### src/rtl/spi_master_param.sv
// Parametrised SPI master: configurable word width, all four CPOL/CPHA modes,
// programmable SCLK divider, multiple chip selects and chip-select-held bursts.
module spi_master_param #(
  parameter int DATA_W = 8,
  parameter int NUM_CS = 2,
  parameter int DIV_W  = 8,
  parameter int CS_W   = (NUM_CS > 1) ? $clog2(NUM_CS) : 1
) (
  input  logic              CLK,
  input  logic              RST,
  input  logic [DIV_W-1:0]  CFG_DIV,
  input  logic              CFG_CPOL,
  input  logic              CFG_CPHA,
  input  logic              W_STB,
  input  logic [DATA_W-1:0] W_DATA,
  input  logic [CS_W-1:0]   W_CS,
  input  logic              W_LAST,
  output logic              W_READY,
  output logic              R_STB,
  output logic [DATA_W-1:0] R_DATA,
  output logic              BUSY,
  output logic              MOSI,
  input  logic              MISO,
  output logic              SCLK,
  output logic [NUM_CS-1:0] CS_N
);

  localparam int EW = $clog2(2 * DATA_W);
  localparam logic [EW-1:0] LAST_EDGE = EW'(2 * DATA_W - 1);

  typedef enum logic [2:0] {S_IDLE, S_SETUP, S_XFER, S_HOLD, S_END} state_t;

  state_t            state_q, state_d;
  logic [DIV_W-1:0]  cnt_q, cnt_d;
  logic [DIV_W-1:0]  div_q, div_d;
  logic              cpol_q, cpol_d;
  logic              cpha_q, cpha_d;
  logic              last_q, last_d;
  logic [EW-1:0]     edge_q, edge_d;
  logic [DATA_W-1:0] tx_q, tx_d;
  logic [DATA_W-1:0] rx_q, rx_d;
  logic [DATA_W-1:0] rdata_q, rdata_d;
  logic              rstb_q, rstb_d;
  logic              sclk_q, sclk_d;
  logic              mosi_q, mosi_d;
  logic [NUM_CS-1:0] cs_n_q, cs_n_d;

  logic [NUM_CS-1:0] cs_sel_n;
  logic              tick;
  logic              leading;
  logic              final_edge;
  logic              sample;
  logic [DATA_W-1:0] rx_shift;

  // Out-of-range indices match no bit, so the frame runs with all selects high.
  genvar gi;
  generate
    for (gi = 0; gi < NUM_CS; gi++) begin : g_cs_dec
      assign cs_sel_n[gi] = (W_CS != CS_W'(gi));
    end
  endgenerate

  assign tick       = (cnt_q == '0);
  assign leading    = ~edge_q[0];
  assign final_edge = (edge_q == LAST_EDGE);
  assign sample     = (edge_q[0] == cpha_q);
  assign rx_shift   = {rx_q[DATA_W-2:0], MISO};

  always_ff @(posedge CLK or posedge RST) begin
    if (RST) begin
      state_q <= S_IDLE;
      cnt_q   <= '0;
      div_q   <= '0;
      cpol_q  <= 1'b0;
      cpha_q  <= 1'b0;
      last_q  <= 1'b0;
      edge_q  <= '0;
      tx_q    <= '0;
      rx_q    <= '0;
      rdata_q <= '0;
      rstb_q  <= 1'b0;
      sclk_q  <= 1'b0;
      mosi_q  <= 1'b1;
      cs_n_q  <= '1;
    end else begin
      state_q <= state_d;
      cnt_q   <= cnt_d;
      div_q   <= div_d;
      cpol_q  <= cpol_d;
      cpha_q  <= cpha_d;
      last_q  <= last_d;
      edge_q  <= edge_d;
      tx_q    <= tx_d;
      rx_q    <= rx_d;
      rdata_q <= rdata_d;
      rstb_q  <= rstb_d;
      sclk_q  <= sclk_d;
      mosi_q  <= mosi_d;
      cs_n_q  <= cs_n_d;
    end
  end

  always_comb begin
    state_d = state_q;
    cnt_d   = cnt_q;
    div_d   = div_q;
    cpol_d  = cpol_q;
    cpha_d  = cpha_q;
    last_d  = last_q;
    edge_d  = edge_q;
    tx_d    = tx_q;
    rx_d    = rx_q;
    rdata_d = rdata_q;
    rstb_d  = 1'b0;
    sclk_d  = sclk_q;
    mosi_d  = mosi_q;
    cs_n_d  = cs_n_q;

    case (state_q)
      S_IDLE: begin
        sclk_d = CFG_CPOL;
        mosi_d = 1'b1;
        cs_n_d = '1;
        cnt_d  = CFG_DIV;
        if (W_STB) begin
          div_d   = CFG_DIV;
          cpol_d  = CFG_CPOL;
          cpha_d  = CFG_CPHA;
          last_d  = W_LAST;
          tx_d    = W_DATA;
          edge_d  = '0;
          cs_n_d  = cs_sel_n;
          mosi_d  = CFG_CPHA ? 1'b1 : W_DATA[DATA_W-1];
          state_d = S_SETUP;
        end
      end

      S_SETUP: begin
        if (tick) begin
          cnt_d   = div_q;
          state_d = S_XFER;
        end else begin
          cnt_d = cnt_q - 1'b1;
        end
      end

      S_XFER: begin
        if (tick) begin
          cnt_d  = div_q;
          sclk_d = ~sclk_q;
          edge_d = edge_q + 1'b1;
          if (sample) begin
            rx_d = rx_shift;
          end
          // CPHA=0 presents the MSB before the first edge, so it shifts on trailing edges.
          if (!cpha_q && !leading && !final_edge) begin
            mosi_d = tx_q[DATA_W-2];
            tx_d   = tx_q << 1;
          end
          if (cpha_q && leading) begin
            mosi_d = tx_q[DATA_W-1];
            tx_d   = tx_q << 1;
          end
          if (final_edge) begin
            edge_d  = '0;
            rdata_d = sample ? rx_shift : rx_q;
            rstb_d  = 1'b1;
            state_d = last_q ? S_END : S_HOLD;
          end
        end else begin
          cnt_d = cnt_q - 1'b1;
        end
      end

      S_HOLD: begin
        cnt_d = div_q;
        if (W_STB) begin
          tx_d    = W_DATA;
          last_d  = W_LAST;
          edge_d  = '0;
          if (!cpha_q) begin
            mosi_d = W_DATA[DATA_W-1];
          end
          state_d = S_XFER;
        end
      end

      S_END: begin
        if (tick) begin
          cnt_d   = div_q;
          cs_n_d  = '1;
          mosi_d  = 1'b1;
          state_d = S_IDLE;
        end else begin
          cnt_d = cnt_q - 1'b1;
        end
      end

      default: state_d = S_IDLE;
    endcase
  end

  assign W_READY = (state_q == S_IDLE) || (state_q == S_HOLD);
  assign BUSY    = (state_q != S_IDLE);
  assign R_STB   = rstb_q;
  assign R_DATA  = rdata_q;
  assign SCLK    = sclk_q;
  assign MOSI    = mosi_q;
  assign CS_N    = cs_n_q;

endmodule

### config.mk
export PLATFORM = sky130hd
export DESIGN_NAME = spi_master_param
export DESIGN_NICKNAME = d
export VERILOG_FILES = /design/src/rtl/spi_master_param.sv
export SDC_FILE = /design/constraint.sdc
export NUM_CORES = 1
export LEC_CHECK = 0
export CAP_MARGIN = 20
export CORE_ASPECT_RATIO = 0.6
export CORE_MARGIN = 1.5
export CORE_UTILIZATION = 35
export CTS_BUF_LIST = sky130_fd_sc_hd__clkbuf_8
export DETAILED_ROUTE_END_ITERATION = 7
export DONT_BUFFER_PORTS = 1
export GPL_ROUTABILITY_DRIVEN = 0
export PLACE_DENSITY = 0.57
export SETUP_SLACK_MARGIN = 0.4
export SYNTH_ARGS = -nofsm -noshare
export SYNTH_HDL_FRONTEND = slang
export SYNTH_SLANG_ARGS = --single-unit
### constraint.sdc
create_clock -name CLK -period 2.2 [get_ports CLK]
set_input_delay 0.55 -clock CLK [delete_from_list [all_inputs] [get_ports CLK]]
set_output_delay 0.55 -clock CLK [all_outputs]
set_load 0.005 [all_outputs]
=== Word level (Yosys, flattened, before mapping) ===
Cells that the tools add are included.

* Output and inout bits: 15
* Register bits: 54
* Bits of input ports: 24

* Bitwise logic cells: 3
* Equality and inequality tests: 15
* Add/subtract/negate cells: 2
* Reductions and logical operators: 26
* Mux-type cells: 37

{| class="wikitable"
|+ Operators by type and width
! cell !! number
|-
| two-way mux 8 bit || 6
|-
| case mux 8 bit (3 select lines) || 1
|-
| two-way mux 3 bit || 7
|-
| case mux 8 bit (2 select lines) || 1
|-
| case mux 3 bit (5 select lines) || 1
|-
| != test 2 bit (second input constant) || 7
|-
| two-way mux 1 bit || 12
|-
| two-way mux 4 bit || 3
|-
| AND reduction 6 bit || 2
|-
| AND reduction 2 bit || 5
|-
| zero test 8 bit || 1
|-
| case mux 4 bit (2 select lines) || 1
|-
| subtractor 8 x 1 -> 8 bit (second input constant) || 1
|-
| == test 3 x 2 -> 1 bit (second input constant) || 2
|-
| AND reduction 3 bit || 2
|-
| nonzero test 2 bit || 3
|-
| nonzero test 3 bit || 2
|-
| adder 4 x 1 -> 4 bit (second input constant) || 1
|-
| == test 4 bit (second input constant) || 1
|-
| two-way mux 2 bit || 2
|-
| case mux 1 bit (4 select lines) || 1
|-
| case mux 2 bit (2 select lines) || 1
|-
| AND reduction 4 bit || 1
|-
| nonzero test 4 bit || 1
|-
| 13 further kinds || 18
|}

=== Longest topological paths before layout ===
* Word-level depth: 7
* Mapped depth: 8
* Gate-level depth less buffers: 6

=== Least setup slack after synthesis ===
OpenSTA, ideal clock, no wires.

* Kind: reg-to-reg
* Start: register cnt_q[0]
* End: register state_q[0]
* Library setup time: 0.125 ns
* Period minus slack after synthesis: 2.145 ns
* Stages on the path, launching flop included: 8
* Arrival: 2.020 ns
* Setup slack: 0.055 ns
* Cells stage by stage: dfrtp_1 inv_1 ha_1 or4b_4 buf_6 a211o_1 a22oi_2 mux2_2

* Word-level cells in the longest chain between the ends: 3

{| class="wikitable"
|+ Ends and longest elaborated chain
! what !! RTL line !! text
|-
| start, declared || 34 || <nowiki>logic [DIV_W-1:0] cnt_q, cnt_d;</nowiki>
|-
| start signal, assigned || 87 || <nowiki>cnt_q <= cnt_d;</nowiki>
|-
| zero test 8 bit (*) || 63 || <nowiki>assign tick = (cnt_q == '0);</nowiki>
|-
| != test 2 bit (no line) || -- ||
|-
| AND reduction 6 bit (no line) (*) || -- ||
|-
| end signal, assigned || 86 || <nowiki>state_q <= state_d;</nowiki>
|-
| end, declared || 33 || <nowiki>state_t state_q, state_d;</nowiki>
|}

Every way passes the cells marked *; elsewhere a longest branch is shown, timed or not.
A chain may end at the register's enable or synchronous reset.

=== Worst setup path after layout ===
* Start: register cnt_q[1]
* End: register state_q[0]

Same word-level chain as after synthesis.

==> results.cfg <==
[global_routing]
antenna_found_initial = 0
grt.overflow.total = 0
grt_max_degree = 26
grt_pass1_wl_mm = 12.9
first_global_vias = 2405
track_usage_pct = 18.7

[placed_design]
preCtsSetupSlack_ns = 0.00936
dpl.hpwl_mm = 5.53
port_buffers = 0

[routing]
vias_per_cell = 5.45
drc = 0
drtIter0Drc = 131
dr.pass1.iters = 4
dr_total_vias = 2393
wirelength_mm = 8.15
ant_nets = 0
wire_per_inst_um = 18.6

[worst_setup_path]
crit_path_start = cnt_q[1]
worstPathCellList = inv_2 -> ha_4 -> or4b_4 -> a211o_1 -> a22oi_2 -> mux2_4
critPathSlowestCell = or4b_4
timing.rr.start = cnt_q[1]
r2r-end = state_q[0]
crit_family = simple AND/OR/NAND/NOR gates
worst_setup_path_end_kind = flop
critPathLaunchType = flop
rrSetupSlack_ns = 0.13
max_stage_delay_ns = 0.52
crit_buf_inv = 1
critical_path_class = flop to flop
cp_data_required_time_ns = 2.41
reg2regPathDepth = 6
worst_ep_arrival_time_ns = 2.28
crit_fanout = 7

[synth]
synth_nets = 312
synth_edf_count = 0
yosysTopAreaCell = dfrtp_1
yosys_warnings = 0
yosysTopAreaCellShare_pct = 42.5
async_reset_ff_share_pct = 100
syn_area_um2 = 3000
yosys-top-cells-area = dfrtp_1, mux2_2, mux2i_1, a21oi_1, dfstp_2
syn_inst = 283
synth.avg_cell_area_um2 = 10.6
ys_seq_area_share_pct = 45.1
yosysUniqueCellTypes = 61
ys_seq_elements = 54
synthFlopType = dfrtp_1

[timing]
finalCritPeriodShare_pct = 94.1
hold_viol_final = 0
min_period_ns = 2.07
finalWorstSetupSlack_ns = 0.130
finClkSkew_ns = 0.00981
tightest_slew_ns = 0.448
slew_viol_final = 0
maxSlewHeadroom_pct = 69.9
max_freq_ghz = 0.483
rsz0062_at_grt = yes
tns_ns = 0
setup_violations = 0
holdWs_ns = 0.00610

[die]
die_area_um2 = 9170
start_util_pct = 37.1
die_h_um = 74.8
core_area_um2 = 8100
rows = 25
die_w_um = 123
io_pins = 39

[layout]
finalNetCount = 359
diodes = 0
drive_gt1_share_pct = 43.2
syn_to_final_growth_pct = 28.7
postLayoutCoreUtil_pct = 47.7
multiInputGateArea_um2 = 1750
num-fill-cells = 737
seq_area_um2 = 1360

[pwr]
peakVddDrop_uv = 748
p_per_area_nw_per_um2 = 1610
pwr-share-comb_pct = 64.1
cellLeakagePower_nw = 1.70
p_switching_mw = 2.52
switching_share_pct = 40.5
p_int_mw = 3.70
p_seq_share_pct = 26.3
clkPwrFrac_pct = 9.6

[job]
cap_violations = 0

[cts]
cts_sinks = 54
cts_made_buffers = 5
path_clk_slew_ns = 0.10
holdBufCountCts = 0
cts-root-buf = clkbuf_8
htreeDepth = 2
clk_path_buf_depth = 2
clock_latency_ns = 0.32
cts_tree = built

[hold_path]
hp-class = input pin to async pin

[status]
status = complete, no violations
## worst reg2reg max path, stage by stage (launching register included)
cell     delay, ns
dfrtp_1       0.41
inv_2         0.09
ha_4          0.13
or4b_4        0.52
a211o_1       0.30
a22oi_2       0.19
mux2_4        0.32
## cells in the mapped netlist (2+ instances only)
master	number
dfrtp_1	51
mux2_2	34
a21oi_1	17
nor2_1	17
inv_1	12
nand2_1	12
o21ai_0	12
clkbuf_1	10
mux2i_1	10
a21o_1	7
nand3_1	7
nor3_1	7
a221oi_1	6
a2bb2oi_1	6
ha_1	5
a211oi_1	4
nor2b_1	4
o211ai_1	4
a31oi_1	3
and3_1	3
buf_1	3
buf_6	3
dfstp_2	3
a211o_1	2
a22oi_1	2
nor4_1	2
nor4b_1	2
or3_1	2
## stage by stage
| step | instances | power, mW | cell area (µm²) |
|---|---|---|---|
| floorplan | 283 | 3.78 | 3070 |
| global placement | 402 | 4.62 | 3320 |
| detailed placement | 402 | 4.65 | 3320 |
| CTS | 427 | 5.68 | 3630 |
| global route | 439 | 6.66 | 3870 |
| finish | 439 | 6.22 | 3870 |
## registers in the layout, summed over array words and instances (netlist names)
| register | count |
|---|---|
| R_DATA | 8 |
| cnt_q | 8 |
| div_q | 8 |
| rx_q | 8 |
| tx_q | 8 |
| edge_q | 4 |
| state_q | 3 |
| CS_N | 2 |
| MOSI | 1 |
| R_STB | 1 |
| SCLK | 1 |
| cpha_q | 1 |
| last_q | 1 |
## routing by layer
metal | GRT usage [%] | up-vias | routed length, µm
met3 | 4.92 | 6 | 680
met4 | 4.26 | 0 | 49
met5 | 0 | - | 0
met1 | 29.0 | 1162 | 4150
li1 | - | 1149 | -
met2 | 25.6 | 76 | 3270
## cells by family after synthesis
kind of cell	count (synthesis)	share of synthesized area, %
AOI/OAI and AO/OA	81	19.2
xor gates and xnor gates	2	0.583
adders and majority gates	5	2.08
buffers and inverters	29	4.41
DFF	54	45.1
muxes	44	16.1
and+or+nand+nor	68	12.6
## worst max path at each step
stage                  to  slack (ns)  depth (start not counted)
4_1_cts        state_q[0]        0.18                          6
3_5_place_dp      tx_q[7]       0.009                          6
5_1_grt        state_q[0]        0.09                          6
2_1_floorplan  state_q[0]        0.13                          7
3_3_place_gp      tx_q[3]        0.08                          6
6_report       state_q[0]        0.13                          6
## layout make-up
type	count	share of cell area [%]
clock buffers	6	2.14
flip-flops and latches	54	35.1
multi-input cells	200	45.1
well taps	108	3.50
repair buffers	57	12.4
clock inverters	2	0.324
inverters	12	1.36
## power groups by stage
stage | sequential [mW] | clock, mW | combinational [mW]
2_1_floorplan | 1.57 | 0 | 2.21
5_1_grt | 1.69 | 0.660 | 4.31
3_5_place_dp | 1.63 | 0 | 3.01
6_report | 1.64 | 0.598 | 3.98
3_3_place_gp | 1.63 | 0 | 2.99
4_1_cts | 1.61 | 0.620 | 3.45
## layout by cell type (no fill, tap or decap), types with 7 or more instances in the layout
cell and count:
a21o_1 7, a21oi_1 9, a21oi_2 8, buf_4 44
buf_6 12, dfrtp_1 49, inv_1 7, mux2_2 28
mux2i_1 10, nand2_1 11, nor2_1 16, o21ai_0 7
## what timing repair did
action	4_1_cts	5_1_grt
endpoints found under the setup margin	44	46
pin swaps	5	15
setup buffers	15	12
gates resized for setup	20	35
gates cloned	2	0
No activity file was read; power rests on OpenSTA's default activity.
